### src/rtl/pipeline_flow_controller.sv
// pipeline_flow_controller: stall/flush sequencer for the 5-stage MIPS pipeline.
// Merges debug run/step commands, load-use stalls, taken-branch flushes and
// HALT detection into per-stage enable/flush strobes; drains the pipe on HALT.
// Optional feature macro: PIPE_FLOW_CYCLE_COUNT_EN (advance-cycle counter;
// when undefined, cycle_count is tied to 0).
module pipeline_flow_controller #(
    parameter int unsigned DRAIN_CYCLES = 4,
    parameter int unsigned CNT_WIDTH    = 32
) (
    input  logic                 clk,
    input  logic                 rst_n,
    input  logic                 run_req,
    input  logic                 step_req,
    input  logic                 halt_detected,
    input  logic                 load_use_stall,
    input  logic                 branch_taken,
    output logic                 pc_en,
    output logic                 if_id_en,
    output logic                 if_id_flush,
    output logic                 id_ex_flush,
    output logic                 back_en,
    output logic                 halted,
    output logic                 busy,
    output logic [CNT_WIDTH-1:0] cycle_count
);

    localparam int unsigned DCW = (DRAIN_CYCLES > 1) ? $clog2(DRAIN_CYCLES) : 1;
    localparam logic [DCW-1:0] DRAIN_LOAD = DCW'(DRAIN_CYCLES - 1);

    typedef enum logic [2:0] {
        S_IDLE   = 3'd0,
        S_RUN    = 3'd1,
        S_STEP   = 3'd2,
        S_DRAIN  = 3'd3,
        S_HALTED = 3'd4
    } state_e;

    state_e         state_q, state_d;
    logic [DCW-1:0] drain_q, drain_d;
    logic           advance;

    // State and drain counter registers
    always_ff @(posedge clk or negedge rst_n) begin
        if (!rst_n) begin
            state_q <= S_IDLE;
            drain_q <= '0;
        end else begin
            state_q <= state_d;
            drain_q <= drain_d;
        end
    end

    // Next-state logic; the drain counter is loaded on DRAIN entry
    always_comb begin
        state_d = state_q;
        drain_d = drain_q;
        case (state_q)
            S_IDLE: begin
                if (run_req) begin
                    state_d = S_RUN;
                end else if (step_req) begin
                    state_d = S_STEP;
                end
            end
            S_RUN: begin
                if (halt_detected) begin
                    state_d = S_DRAIN;
                    drain_d = DRAIN_LOAD;
                end else if (!run_req) begin
                    state_d = S_IDLE;
                end
            end
            S_STEP: begin
                if (halt_detected) begin
                    state_d = S_DRAIN;
                    drain_d = DRAIN_LOAD;
                end else begin
                    state_d = S_IDLE;
                end
            end
            S_DRAIN: begin
                if (drain_q == '0) begin
                    state_d = S_HALTED;
                end else begin
                    drain_d = drain_q - DCW'(1);
                end
            end
            S_HALTED: begin
                state_d = S_HALTED;
            end
            default: begin
                state_d = S_IDLE;
            end
        endcase
    end

    // Per-stage strobes: combinational from state and hazard inputs
    always_comb begin
        pc_en       = 1'b0;
        if_id_en    = 1'b0;
        if_id_flush = 1'b0;
        id_ex_flush = 1'b0;
        back_en     = 1'b0;
        advance     = (state_q == S_RUN) || (state_q == S_STEP) || (state_q == S_DRAIN);
        if (state_q == S_DRAIN) begin
            // Front end is fed bubbles while older instructions retire
            if_id_en    = 1'b1;
            if_id_flush = 1'b1;
            back_en     = 1'b1;
        end else if (advance) begin
            back_en = 1'b1;
            if (branch_taken) begin
                // Stalled ID instruction is wrong-path, so the flush wins
                pc_en       = 1'b1;
                if_id_en    = 1'b1;
                if_id_flush = 1'b1;
                id_ex_flush = 1'b1;
            end else if (load_use_stall) begin
                id_ex_flush = 1'b1;
            end else begin
                pc_en    = 1'b1;
                if_id_en = 1'b1;
            end
        end
    end

    assign halted = (state_q == S_HALTED);
    assign busy   = advance;

`ifdef PIPE_FLOW_CYCLE_COUNT_EN
    logic [CNT_WIDTH-1:0] cnt_q, cnt_d;

    // Advance-cycle counter, wraps naturally
    always_comb begin
        cnt_d = cnt_q;
        if (advance) begin
            cnt_d = cnt_q + CNT_WIDTH'(1);
        end
    end

    // Counter register
    always_ff @(posedge clk or negedge rst_n) begin
        if (!rst_n) begin
            cnt_q <= '0;
        end else begin
            cnt_q <= cnt_d;
        end
    end

    assign cycle_count = cnt_q;
`else
    assign cycle_count = '0;
`endif

endmodule

### config.mk
export PLATFORM = sky130hd
export DESIGN_NAME = pipeline_flow_controller
export DESIGN_NICKNAME = d
export VERILOG_FILES = /design/src/rtl/pipeline_flow_controller.sv
export SDC_FILE = /design/constraint.sdc
export NUM_CORES = 1
export LEC_CHECK = 0
export CAP_MARGIN = 20
export CORE_MARGIN = 1.5
export CORE_UTILIZATION = 36
export CTS_CLUSTER_DIAMETER = 40
export CTS_CLUSTER_SIZE = 16
export DETAILED_ROUTE_END_ITERATION = 8
export GPL_TIMING_DRIVEN = 0
export HOLD_SLACK_MARGIN = 0.02
export PLACE_DENSITY_LB_ADDON = 0.12
export SYNTH_ARGS = -nofsm -noshare
export SYNTH_HDL_FRONTEND = slang
export SYNTH_SLANG_ARGS = --single-unit
### constraint.sdc
create_clock -name clk -period 1.9 [get_ports clk]
set_input_delay 0.19 -clock clk [delete_from_list [all_inputs] [get_ports clk]]
set_output_delay 0.19 -clock clk [all_outputs]
set_load 0.02 [all_outputs]
==> impl_results.md <==
* Status: complete, but fails checks
* Failing checks: design-rule violations
* Via/cell ratio at 3.664
* Die Wd at 44.40 microns
* P_sw at 495.2 uW
* Gate Count Post-Synth at 76
* Initial core utilization at 39.57%
* RSZ-0062 raised after global routing: no
* Placed Area at 883.3 sq um
* Final HPWL DP at 914.5 microns
* Wl on met1 at 484 microns
* Register bit total from synthesis at 5
* Total Wirelength at 1107 microns
* Hold WC Path Type: input port to asynchronous set/reset pin
* Leak Pwr at 0.5197 nW
* H-tree depth at 1
* # DRC at 2
* Final slew viol count at 0
* CTS Buf Count at 3
* First-pass GRT wire length at 1876 microns
* Arr. time, crit path at 1.60 ns
* WL met3 at 87 microns
* Mean cell area of the mapped netlist at 8.116 sq um
* Vias in the first global route at 470
* Max Cap Viol at 0
* Post CTS Setup Buffer Count at 0
* Drt pass-1 iters at 8
* RePlAce Congestion at 0.6498
* Syn-to-layout area delta at 46.86%
* Final Cell Area at 905.9 sq um
* Synth top area share at 40.16%
* Net Sw Frac at 45.20%
* DRT antenna net count at 0
* Tot GR Track Use at 13.13%
* Tot Pwr at 1.096 mW
* Setup-failing EPs final at 0
* Clock buffer depth at 2
* Synth Warn # at 0
* Antenna violations before repair at 0
* Reg2reg start: state_q[0]
* Clk root buf: clkbuf_4
* Most frequent cells in the layout: buf_4 (33), conb_1 (32), clkdlybuf4s50_1 (9)
* Largest net degree at the start of global routing at 11
* CORE AREA at 0.001559 sq mm
* R2R cell count at 3
* CP Class: input port to primary output
* Ranking of synthesized cells by area: buf_4 (40%), dfrtp_1 (20%), nand2b_1 (3.0%), a2111oi_2 (2.4%), nor2_1 (2.4%)
* CP max FO at 4
* FP Rows at 14
* Top Ports at 46
* Fill count at 149
* Most common cell after layout, fill and taps aside: buf_4
* Sequential area share after synthesis at 20.28%
* Seq pwr share at 16.1%
* Int Power at 600.4 uW
* Reg clk slew, reported paths at 0.04 ns
* Critical Path Source Type: input port
* Gr ovfl total at 0
* Power share of the clock group at 11.5%
* Final-report hold violation count at 0
* Reg-to-reg endpoint: state_q[1]
* Maximum VDD drop at 595.4 uV
* Reg2Reg Setup Slack at 0.55 ns
* Crit path from: branch_taken
* Sink Count at 5
* Setup_tns at 0 ns
* Post-route worst setup slack at 0.1104 ns
* Clock tree from TritonCTS: built
* Mapped Area at 616.8 sq um
* Fin crit period at 1.790 ns
* CP Capture Type: primary output
* Starting DRT DRC Count at 6
* Clk_lat worst skew at 0.25 ns
* Fmax at 558.8 MHz
* Tcrit/Tclk final at 94.19%
* Setup WS pre-CTS at -0.1307 ns
* Die area at 0.001971 sq mm
* Met2 wire len at 518 microns
* Routed WL per cell at 7.907 microns
* Combinational group share of total power at 72.5%
* Top Layer Used: met4
* Chip height at 44.40 microns
* Fin Clk Skew at 0.003366 ns
* Number of library cell types mapped by synthesis at 27
* Total inserted antenna cells at 0
* Power Density at 1209 mW/mm^2
* Routed vias at 513
* Fin nets at 133
* I/O Buffers at 13
* Layout cell share with drive strength beyond 1 at 32.26%
* Post-synth top area cell: buf_4
* CP required at 1.71 ns
## kinds of logic after synthesis
logic type	after synthesis	synth area share, %
adder cells (fa/ha/maj)	2	3.651
XOR/XNOR	1	1.420
other	1	0.6079
flip-flops	5	20.28
buffers and inverters	38	44.42
AO/OA/AOI/OAI	11	13.79
AND/OR/NAND/NOR	18	15.82
## flip-flops by register name, summed over array words and instances, names as in the netlist
register,cells
drain_q,2
state_q,3
## routing by layer
layer,GRT usage [%],vias to the layer above
met4,10.91,0
met2,20.59,26
met3,2.449,2
met5,0,-
met1,15.38,206
li1,-,279
## synthesized netlist by cell type
cell type,instances
inv_1,3
or3_4,1
or3_1,1
buf_4,33
nor4_1,1
nand2_1,3
a2111oi_2,1
nor2_1,4
o22a_1,1
xnor2_1,1
and2_1,2
o21bai_1,1
a22oi_1,1
conb_1,1
nor3_1,2
o21a_1,1
maj3_1,1
nor2b_1,1
o21ai_0,1
ha_1,1
o31ai_1,2
a21oi_1,2
dfrtp_1,5
o31a_1,1
buf_1,1
buf_6,1
nand2b_1,3
## timing repair
action	in CTS	in global routing
hold buffers	0	0
endpoints found under the setup margin	4	0
gates resized for setup	5	0
## per-stage QoR
stage,std cells,utilization [%],hold WS [ns]
after floorplan,107,-,-0.1056
after CTS,140,58.11,0.1669
after global placement,136,56.66,0.4286
after global routing,140,58.11,0.1760
after detailed placement,136,56.66,0.4320
final,140,58.11,0.1611
## power by group through the flow
stage               Combinational [mW]  Clock, mW  Sequential [mW]
floorplan                        0.587          0            0.171
global placement                 0.825          0            0.176
detailed placement               0.832          0            0.176
CTS                              0.799      0.132            0.176
global route                     0.879      0.137            0.180
finish                           0.794      0.126            0.176
## how the worst max path moves through the flow
| stage | end | slack, ns | depth (start not counted) |
|---|---|---|---|
| floorplan | state_q[1] | 0.61 | 3 |
| global placement | if_id_en | -0.14 | 5 |
| detailed placement | if_id_en | -0.13 | 5 |
| CTS | if_id_en | 0.1 | 5 |
| global route | if_id_en | 0.03 | 5 |
| finish | if_id_en | 0.11 | 5 |
## area by class of cell
class | instances | area, sq um | share of cell area [%]
Multi-Input combinational cell | 64 | 334.1 | 36.88
Buffer | 35 | 264.0 | 29.14
Clock buffer | 4 | 26.28 | 2.901
Timing Repair Buffer | 13 | 125.1 | 13.81
Inverter | 3 | 11.26 | 1.243
Sequential cell | 5 | 125.1 | 13.81
Tap cell | 16 | 20.02 | 2.210
## worst max-delay path, stage by stage
cell and delay (ns):
clkdlybuf4s50_1 0.45, nand2b_1 0.17, maj3_1 0.34, nor2b_1 0.13
dlygate4sd2_1 0.32
(Power assumes the default switching activity.)
